[config.mk]
export PLATFORM = sky130hd
export DESIGN_NAME = instr_dispatch_sequencer_flat
export DESIGN_NICKNAME = d
export VERILOG_FILES = /design/src/rtl/tproc_isa_pkg.sv /design/src/rtl/instr_dispatch_sequencer_if.sv /design/src/rtl/instr_hazard_check.sv /design/src/rtl/instr_dispatch_sequencer.sv /design/src/flat_wrapper.sv
export SDC_FILE = /design/constraint.sdc
export NUM_CORES = 1
export LEC_CHECK = 0
export BUFFER_PORTS_ARGS = -buffer_cell sky130_fd_sc_hd__buf_4
export CORE_MARGIN = 1
export CORE_UTILIZATION = 29
export DETAILED_ROUTE_END_ITERATION = 8
export PLACE_DENSITY = 0.6
export SYNTH_ARGS = -nofsm -noshare
export SYNTH_HDL_FRONTEND = slang
export SYNTH_SLANG_ARGS = --single-unit
[constraint.sdc]
create_clock -name clk -period 5.1 [get_ports clk]
set_clock_uncertainty 0.15 [all_clocks]
set_input_delay 0.255 -clock clk [delete_from_list [all_inputs] [get_ports clk]]
set_output_delay 0.255 -clock clk [all_outputs]
set_load 0.01 [all_outputs]
[src/rtl/tproc_isa_pkg.sv]
// Shared ISA definitions for the instruction dispatch path.
// Holds:
//   - the instruction width,
//   - the opcode constants recognised by the sequencer,
//   - the sequencer FSM state encoding,
//   - a helper that extracts the opcode byte from an instruction.
package tproc_isa_pkg;

    localparam int INSTR_W = 64;

    localparam logic [7:0] OP_FETCH_A = 8'h01;
    localparam logic [7:0] OP_FETCH_B = 8'h02;
    localparam logic [7:0] OP_FETCH_C = 8'h04;
    localparam logic [7:0] OP_CONV    = 8'h81;
    localparam logic [7:0] OP_REGCFG  = 8'h40;
    localparam logic [7:0] OP_END     = 8'h82;
    localparam logic [7:0] OP_HOLD    = 8'h44;

    typedef enum logic [2:0] {
        ST_IDLE,
        ST_READ,
        ST_CAPTURE,
        ST_CHECK,
        ST_ISSUE,
        ST_GUARD,
        ST_HOLD,
        ST_DONE
    } seq_state_t;

    function automatic logic [7:0] opcode_of(input logic [INSTR_W-1:0] instr);
        return instr[INSTR_W-1 -: 8];
    endfunction

endpackage

[src/rtl/instr_dispatch_sequencer_if.sv]
// Instruction memory read port plus decoder issue port of the sequencer.
//   instr_mem_rd_en / instr_mem_addr : read strobe and address (sequencer -> memory)
//   instr_mem_data                   : read data, valid one cycle after rd_en
//   instruction / instr_enable       : issued word and one-cycle strobe (sequencer -> decoder)
// master = sequencer side, slave = memory/decoder side.
interface instr_dispatch_sequencer_if #(
    parameter int ADDR_W = 10
);
    import tproc_isa_pkg::*;

    logic                 instr_mem_rd_en;
    logic [ADDR_W-1:0]    instr_mem_addr;
    logic [INSTR_W-1:0]   instr_mem_data;
    logic [INSTR_W-1:0]   instruction;
    logic                 instr_enable;

    modport master (
        output instr_mem_rd_en, instr_mem_addr, instruction, instr_enable,
        input  instr_mem_data
    );

    modport slave (
        input  instr_mem_rd_en, instr_mem_addr, instruction, instr_enable,
        output instr_mem_data
    );

endinterface

[src/rtl/instr_hazard_check.sv]
// Combinational opcode classification and issue permit.
//   opcode        : instruction opcode byte
//   fetch_busy    : any operand fetcher busy
//   compute_busy  : CLP busy
//   permit        : instruction may issue this cycle
//   is_end/is_hold: opcode is end-of-program / verification hold
module instr_hazard_check
    import tproc_isa_pkg::*;
(
    input  logic [7:0] opcode,
    input  logic       fetch_busy,
    input  logic       compute_busy,
    output logic       permit,
    output logic       is_end,
    output logic       is_hold
);

    logic need_fetch;
    logic need_compute;

    always_comb begin
        need_fetch   = 1'b0;
        need_compute = 1'b0;
        case (opcode)
            OP_FETCH_A, OP_FETCH_B, OP_FETCH_C: need_fetch = 1'b1;
            OP_CONV, OP_REGCFG, OP_END: begin
                need_fetch   = 1'b1;
                need_compute = 1'b1;
            end
            // hold and unknown opcodes never wait
            default: ;
        endcase
    end

    assign permit  = !(need_fetch && fetch_busy) && !(need_compute && compute_busy);
    assign is_end  = (opcode == OP_END);
    assign is_hold = (opcode == OP_HOLD);

endmodule

[src/rtl/instr_dispatch_sequencer.sv]
// Program sequencer in front of the instruction decoder.
// Reads instructions from start_addr, waits out fetch/CLP hazards, issues each
// one as a single-cycle instr_enable, then idles GUARD_CYC cycles so the
// decoder's busy flags are visible before the next hazard check.
//   clk, rst           : clock, synchronous active-high reset
//   start, start_addr  : launch pulse and first address (honoured in IDLE/DONE)
//   resume             : releases a hold (honoured in HOLD)
//   bus                : instruction memory read port + decoder issue port
//   fetch_busy         : OR of fetcher busy flags
//   compute_busy       : CLP busy
//   busy, held, done   : status
//   pc                 : next read address
//   issued_count       : saturating issue count since last start
module instr_dispatch_sequencer
    import tproc_isa_pkg::*;
#(
    parameter int ADDR_W    = 10,
    parameter int GUARD_CYC = 3,
    parameter int CNT_W     = 16
) (
    input  logic                         clk,
    input  logic                         rst,
    input  logic                         start,
    input  logic [ADDR_W-1:0]            start_addr,
    input  logic                         resume,
    instr_dispatch_sequencer_if.master   bus,
    input  logic                         fetch_busy,
    input  logic                         compute_busy,
    output logic                         busy,
    output logic                         held,
    output logic                         done,
    output logic [ADDR_W-1:0]            pc,
    output logic [CNT_W-1:0]             issued_count
);

    localparam int GC_W = (GUARD_CYC > 1) ? $clog2(GUARD_CYC) : 1;

    seq_state_t         state, state_nxt;
    logic [INSTR_W-1:0] instr_q;
    logic [INSTR_W-1:0] instr_out;
    logic [GC_W-1:0]    guard_cnt;
    logic               guard_last;
    logic               permit, is_end, is_hold;

    instr_hazard_check u_hazard (
        .opcode       (opcode_of(instr_q)),
        .fetch_busy   (fetch_busy),
        .compute_busy (compute_busy),
        .permit       (permit),
        .is_end       (is_end),
        .is_hold      (is_hold)
    );

    assign guard_last = (guard_cnt == GC_W'(GUARD_CYC - 1));

    always_ff @(posedge clk) begin
        if (rst) state <= ST_IDLE;
        else     state <= state_nxt;
    end

    always_comb begin
        state_nxt = state;
        case (state)
            ST_IDLE, ST_DONE: if (start) state_nxt = ST_READ;
            ST_READ:          state_nxt = ST_CAPTURE;
            ST_CAPTURE:       state_nxt = ST_CHECK;
            ST_CHECK:         if (permit) state_nxt = ST_ISSUE;
            ST_ISSUE:         state_nxt = ST_GUARD;
            ST_GUARD: begin
                if (guard_last) begin
                    if (is_end)       state_nxt = ST_DONE;
                    else if (is_hold) state_nxt = ST_HOLD;
                    else              state_nxt = ST_READ;
                end
            end
            ST_HOLD:          if (resume) state_nxt = ST_READ;
            default:          state_nxt = ST_IDLE;
        endcase
    end

    always_comb begin
        bus.instr_mem_rd_en = (state == ST_READ);
        bus.instr_enable    = (state == ST_ISSUE);
        busy                = (state != ST_IDLE) && (state != ST_DONE);
        held                = (state == ST_HOLD);
        done                = (state == ST_DONE);
    end

    // pc is only zero after reset, so driving the address unconditionally
    // still gives an all-zero port while idle after reset.
    assign bus.instr_mem_addr = pc;
    assign bus.instruction    = instr_out;

    always_ff @(posedge clk) begin
        if (rst) begin
            pc           <= '0;
            issued_count <= '0;
            instr_q      <= '0;
            instr_out    <= '0;
            guard_cnt    <= '0;
        end else begin
            case (state)
                ST_IDLE, ST_DONE: begin
                    if (start) begin
                        pc           <= start_addr;
                        issued_count <= '0;
                    end
                end
                ST_CAPTURE: instr_q <= bus.instr_mem_data;
                // Load the output word on the way into ISSUE so it is
                // already stable while instr_enable is high.
                ST_CHECK:   if (permit) instr_out <= instr_q;
                ST_ISSUE: begin
                    pc        <= pc + ADDR_W'(1);
                    guard_cnt <= '0;
                    if (~&issued_count) issued_count <= issued_count + CNT_W'(1);
                end
                ST_GUARD:   guard_cnt <= guard_cnt + GC_W'(1);
                default: ;
            endcase
        end
    end

endmodule

[src/flat_wrapper.sv]
// flat-port wrapper written by rule: the top's interface ports become plain ports
module instr_dispatch_sequencer_flat import tproc_isa_pkg::*;
#(
    parameter int ADDR_W    = 10,
    parameter int GUARD_CYC = 3,
    parameter int CNT_W     = 16
)
  (clk, rst, start, start_addr, resume, fetch_busy, compute_busy, busy, held, done, pc, issued_count, bus_instr_mem_rd_en, bus_instr_mem_addr, bus_instruction, bus_instr_enable, bus_instr_mem_data);
  instr_dispatch_sequencer_if #(.ADDR_W(ADDR_W)) bus_i ();
  input  logic clk;
  input  logic rst;
  input  logic start;
  input  logic [ADDR_W-1:0] start_addr;
  input  logic resume;
  input  logic fetch_busy;
  input  logic compute_busy;
  output logic busy;
  output logic held;
  output logic done;
  output logic [ADDR_W-1:0] pc;
  output logic [CNT_W-1:0] issued_count;
  output wire logic [$bits(bus_i.instr_mem_rd_en)-1:0] bus_instr_mem_rd_en;
  output wire logic [$bits(bus_i.instr_mem_addr)-1:0] bus_instr_mem_addr;
  output wire logic [$bits(bus_i.instruction)-1:0] bus_instruction;
  output wire logic [$bits(bus_i.instr_enable)-1:0] bus_instr_enable;
  input wire logic [$bits(bus_i.instr_mem_data)-1:0] bus_instr_mem_data;
  assign bus_instr_mem_rd_en = bus_i.instr_mem_rd_en;
  assign bus_instr_mem_addr = bus_i.instr_mem_addr;
  assign bus_instruction = bus_i.instruction;
  assign bus_instr_enable = bus_i.instr_enable;
  assign bus_i.instr_mem_data = bus_instr_mem_data;
  instr_dispatch_sequencer #(.ADDR_W(ADDR_W), .GUARD_CYC(GUARD_CYC), .CNT_W(CNT_W)) u_core (.clk(clk), .rst(rst), .start(start), .start_addr(start_addr), .resume(resume), .bus(bus_i), .fetch_busy(fetch_busy), .compute_busy(compute_busy), .busy(busy), .held(held), .done(done), .pc(pc), .issued_count(issued_count));
endmodule
## Word level (Yosys, flattened, before mapping)

Cells that the tools add are included.

| cells by class | value |
|---|---|
| muxes and demuxes | 15 |
| reductions and logical operators | 18 |
| add/sub/neg operators | 3 |
| equality and inequality tests | 21 |

Operator list:

| operator | count |
|---|---|
| 16-bit 2-to-1 mux | 2 |
| 16-bit case mux with 2 select lines | 1 |
| 3-bit case mux with 7 select lines | 1 |
| 10-bit case mux with 2 select lines | 1 |
| 3-bit 2-to-1 mux | 6 |
| 16-bit by 1-bit adder with 16-bit output (second input constant) | 1 |
| 8-bit by 7-bit == test with 1-bit output (second input constant) | 2 |
| 8-bit == test (second input constant) | 2 |
| 16-bit AND reduction | 1 |
| 3-bit == test (second input constant) | 4 |
| 10-bit by 1-bit adder with 10-bit output (second input constant) | 1 |
| 10-bit 2-to-1 mux | 1 |
| 8-bit by 1-bit == test with 1-bit output (second input constant) | 1 |
| 8-bit by 2-bit == test with 1-bit output (second input constant) | 1 |
| 8-bit by 3-bit == test with 1-bit output (second input constant) | 1 |
| 3-bit by 2-bit == test with 1-bit output (second input constant) | 2 |
| 2-bit != test (second input constant) | 3 |
| 6-bit OR reduction | 1 |
| 1-bit logical AND | 4 |
| 2-bit by 1-bit != test with 1-bit output (second input constant) | 2 |
| 2-bit case mux with 2 select lines | 1 |
| 2-bit AND reduction | 2 |
| 4-bit AND reduction | 1 |
| 2-bit nonzero test | 2 |
| 11 further kinds | 13 |

| storage, ports and cells | value |
|---|---|
| output and inout bits | 105 |
| bits in registers | 159 |
| word-level logic and storage cells | 63 |
| input port bits | 80 |

## Logic depth before layout (Yosys ltp)

| logic depth | value |
|---|---|
| depth in word-level cells | 8 |
| mapped depth | 8 |
| gate-level depth less buffers | 7 |

## Hierarchy

From an unflattened synthesis, not the netlist that was laid out.

| second synthesis, totals | value |
|---|---|
| cell total of the unflattened synthesis | 802 |
| area total of the unflattened synthesis | 6294.8 um^2 |

Modules (own cells, without submodules):

| module | area an instance (um^2) | seq. area each (um^2) | cells an instance | times used |
|---|---|---|---|---|
| instr_dispatch_sequencer | 6195.9 | 3183.1 | 789 | 1 |
| instr_hazard_check | 98.8 | 0.0 | 13 | 1 |

## Worst setup path after synthesis

Ideal clock, no wire load.

| timing | value |
|---|---|
| path type | flip-flop to flip-flop |
| start point | register u_core.pc[0], in the netlist u_core.bus.instr_mem_addr[0] |
| end point | register u_core.pc[9], in the netlist u_core.bus.instr_mem_addr[9] |
| cell stages (with the launch flop) | 6 |
| slack | 3231 ps |
| period minus slack after synthesis | 1869 ps |
| setup time | 128 ps |
| arrival | 1591 ps |
| path buffers | 0 |
| data required time | 4822 ps |
| cells stage by stage | dfxtp_1 -> and4_1 -> or3b_2 -> xnor2_1 -> a222oi_1 -> nor2_1 |

| on the way | value |
|---|---|
| word-level cells in the longest chain between the ends | 2 |

RTL lines:

| item | RTL line | source |
|---|---|---|
| start, declared | instr_dispatch_sequencer.sv:32 | `output logic [ADDR_W-1:0] pc,` |
| start signal, assigned | instr_dispatch_sequencer.sv:105 | `pc <= start_addr;` |
| start signal, assigned | instr_dispatch_sequencer.sv:114 | `pc <= pc + ADDR_W'(1);` |
| 10-bit by 1-bit adder with 10-bit output | instr_dispatch_sequencer.sv:114 |  |
| 10-bit case mux with 2 select lines | instr_dispatch_sequencer.sv:102 | `case (state)` |

Every way passes these cells.
A chain may end at the register's enable or synchronous reset.

## Final worst setup path

| timing | value |
|---|---|
| start point | register u_core.instr_q[62] |
| end point | register u_core.instr_out[60], in the netlist u_core.bus.instruction[60] |

| on the way | value |
|---|---|
| word-level cells in the longest chain between the ends | 7 |
| elaborated cells between the ends (all ways) | 16 |
| classes of those cells | 6 x eq/ne; 2 x mux; 8 x reduce/logical |

RTL lines:

| item | RTL line | source |
|---|---|---|
| start, declared | instr_dispatch_sequencer.sv:39 | `logic [INSTR_W-1:0] instr_q;` |
| start signal, assigned | instr_dispatch_sequencer.sv:109 | `ST_CAPTURE: instr_q <= bus.instr_mem_data;` |
| 8-bit == test (tied with other cells) | instr_hazard_check.sv:24 | `case (opcode)` |
| 6-bit OR reduction (no source line) or 3-bit OR reduction (tied branches) | -- |  |
| 1-bit 2-to-1 mux | instr_hazard_check.sv:24 |  |
| 1-bit logical AND | instr_hazard_check.sv:35 | `assign permit = !(need_fetch && fetch_busy) && !(need_compute && compute_busy);` |
| 1-bit logical NOT | instr_hazard_check.sv:35 |  |
| 1-bit logical AND * | instr_hazard_check.sv:35 |  |
| 2-bit AND reduction (no source line) * | -- |  |
| end signal, assigned | instr_dispatch_sequencer.sv:112 | `ST_CHECK: if (permit) instr_out <= instr_q;` |
| end, declared | instr_dispatch_sequencer.sv:40 | `logic [INSTR_W-1:0] instr_out;` |

Every way passes the cells marked *; elsewhere a longest branch is shown, timed or not.

==> impl_metrics.csv <==
group,metric,value,unit
sta,tightest_slew,1050,ps
pwr,power_leakage,3.54,nW
floorplanning,num_io_pins,185,
critical_path,critical-path-max-stage-delay,560,ps
yosys,synth-edff-count,0,
finish,finalNonFillerCells,1311,
sta,slew-limit-headroom,30.1,%
critical_path,r2r_setup_slack,2380,ps
clocking,cts_made_buffers,17,
critical_path,crit_chain,"o21ai_1, a2111oi_4, o31a_2, buf_4, o21ai_1, a21oi_1",
critical_path,crit_slowest_cell,"o31a_2",
grt,antenna_found_initial,0,
min_path,hp-class,"in2reg",
sta,finalCritPeriodShare,53.3,%
finish,fin_nets,1102,
yosys,avgSynthCellArea,8.11,um^2
grt,grt_pass1_wl,31900,um
critical_path,worst_ep_required_time,5300,ps
yosys,synth_top_cell_by_area,"dfxtp_1",
clocking,cts_buffer_depth,2,
yosys,ys.flop_type,"dfxtp_1",
grt,grt_max_degree,78,
critical_path,critPathCaptureType,"flip-flop",
critical_path,timing.rr.end,"u_core.bus.instruction[60]",
placement,io_buffers,184,
clocking,clock-root-buffer,"clkbuf_16",
critical_path,critPathKind,"reg2reg",
route,routedWlPerCell,14.9,um
yosys,yosys_warnings,0,
grt,overflow,0,
sta,rsz0062_at_grt,"no",
finish,area_delta_synth_final,41.2,%
clocking,cts_resized,0,
flow_run,drv_cap,0,
critical_path,startpoint_type,"flip-flop",
finish,fillers,2244,
critical_path,reg2reg_from,"u_core.instr_q[62]",
sta,clock.fmax,0.368,GHz
clocking,clock_latency,430,ps
floorplanning,rows,54,
min_path,hold_depth,3,
finish,drive_gt1_share,22.6,%
clocking,cts_hold_buffers,73,
sta,hold_violations,0,
sta,min_period,2720,ps
grt,grtUsageTotal,17.0,%
yosys,synth_most_common_cell,"dfxtp_1",
floorplanning,die_y,153,um
min_path,min_to,"u_core.bus.instr_mem_addr[1]",
yosys,ys_seq_elements,159,
route,drt_wl_total,19500,um
sta,timing.setup.tns,0,ps
yosys,synth_cells,814,
placement,dp_cells,1206,
route,drtIter0Drc,335,
finish,diodes,0,
route,ant_nets,0,
placement,dpl.hpwl,11800,um
pwr,p_per_area,394,nW/um^2
sta,finalSetupViolCount,0,
placement,gp_congestion,0.759,
clocking,numClockSinks,159,
yosys,ys_types,54,
outcome,outcome,"finished, final reports clean",
route,via_per_inst,4.82,
sta,slew_viol_final,0,
min_path,worstHoldStart,"start_addr[1]",
critical_path,cpMostUsedCell,"o21ai_1",
floorplanning,start_util,29.9,%
floorplanning,dieArea,23400,um^2
route,dr_total_vias,6324,
yosys,synthTopCellsByArea,"dfxtp_1 48%, a21oi_1 11%, nand2_1 8.4%, nand3_1 5.1%, o21ai_1 5.0%",
pwr,peakVddDrop,203,uV
critical_path,r2r_cells,6,
yosys,syn-num-nets,898,
clocking,htree_levels,4,
floorplanning,core,22100,um^2
yosys,syn_area,6600,um^2
route,drt_pass1_iterations,5,
critical_path,cp.arrival,2910,ps
route,drc,0,
yosys,async_reset_ff_share,0,%
yosys,synth_top_area_share,48.2,%
yosys,synthTopCellsByCount,"159 x dfxtp_1, 148 x nand2_1, 142 x a21oi_1",
floorplanning,die_x,153,um
clocking,cts_tree,"built",
yosys,ys_seq_area_share,48.2,%
clocking,clk_pin_slew,70,ps
critical_path,path_max_fanout,44,
clocking,postCtsSetupRepairBufs,0,
grt,grt_pass1_vias,6248,
-- kinds of logic (layout without fill, tap and decap cells) --
group | Yosys count | in the layout | share of synthesized area, %
simple gates | 300 | 300 | 21.2
mux | 6 | 6 | 0.910
compound gates | 243 | 243 | 20.2
xor+xnor | 17 | 17 | 2.26
flops | 159 | 159 | 48.2
fa+ha+maj | 4 | 4 | 0.758
buf+inv | 85 | 302 | 6.48
-- report_power, final --
group	total [mW]	switching (mW)	leakage, nW	internal (mW)
clock	1.29	0.553	0.276	0.734
sequential	1.49	0.122	1.29	1.37
combinational	0.897	0.581	1.97	0.316
total	3.67	1.26	3.54	2.42
-- worst max path at each step --
stage                            startpoint                           end  slack (ps)  cells past startpoint
2_1_floorplan  u_core.bus.instr_mem_addr[0]  u_core.bus.instr_mem_addr[9]        3230                      5
3_3_place_gp             u_core.instr_q[62]    u_core.bus.instruction[24]        2400                      6
3_5_place_dp             u_core.instr_q[62]     u_core.bus.instruction[9]        2340                      6
6_report                 u_core.instr_q[62]    u_core.bus.instruction[60]        2380                      6
5_1_grt                  u_core.instr_q[62]    u_core.bus.instruction[63]        2150                      6
4_1_cts                  u_core.instr_q[62]    u_core.bus.instruction[60]        2320                      6
-- placed cells by master (no fill, tap or decap), types with 3 or more instances in the layout --
master / synthesis / layout
o2111ai_1: 5 / 5
nand3_1: 67 / 67
mux2i_1: 6 / 6
nand2_1: 148 / 147
and4_1: 5 / 5
nand4_1: 6 / 6
xor2_1: 11 / 11
inv_8: 0 / 3
xnor2_1: 6 / 6
and2_1: 7 / 6
dlygate4sd3_1: 0 / 73
o21ai_0: 7 / 7
dfxtp_1: 159 / 159
nor3_1: 4 / 4
clkbuf_16: 0 / 17
and3_1: 4 / 4
nor2b_1: 3 / 3
nor4bb_1: 3 / 3
a21oi_1: 142 / 142
clkinvlp_4: 0 / 4
o211ai_1: 4 / 4
o21ai_1: 66 / 66
a22oi_1: 4 / 4
buf_4: 11 / 191
ha_1: 4 / 4
nor2_1: 34 / 34
inv_1: 5 / 5
-- registers in the layout, indices dropped and copies added, names as in the netlist --
name,count
u_core.bus.instruction,64
u_core.instr_q,64
u_core.bus.instr_mem_addr,10
u_core.state,3
u_core.guard_cnt,2
u_core.issued_count,16
-- layout make-up --
| cell class | count | area (um^2) | area share [%] |
|---|---|---|---|
| tap | 280 | 350 | 3.76 |
| sequential | 159 | 3180 | 34.2 |
| inverter | 6 | 22.5 | 0.242 |
| clock inverter | 13 | 155 | 1.66 |
| timing repair buffer | 264 | 2160 | 23.2 |
| clock buffer | 19 | 433 | 4.65 |
| multi-input combinational | 570 | 3010 | 32.3 |
-- critical path: cells and delay by family (launching register included) --
family / cells / cell delay [ps]
AOI/OAI and AO/OA: 5 / 1440
buffers and inverters: 1 / 530
DFF: 1 / 470
-- per-layer routing --
layer | vias to the layer above | part of all wire (%) | track usage (%)
li1 | 3217 | - | -
met1 | 2925 | 45 | 20.3
met2 | 165 | 48 | 29.4
met3 | 17 | 6.4 | 5.39
met4 | 0 | 1.1 | 4.47
met5 | - | 0 | 0
-- metrics by stage --
step                      worst slack [ps]  hold WS (ps)  cell area, um^2  util (%)  power [mW]
after CTS                             2320          47.7             9320      42.2        3.74
after floorplan                       3230           241             6600         -        2.12
final                                 2380          72.3             9320      42.2        3.67
after global routing                  2150          62.5             9320      42.2        3.90
after global placement                2400           293             8000      36.2        2.37
after detailed placement              2340           297             8000      36.2        2.38
(Power assumes the default switching activity.)
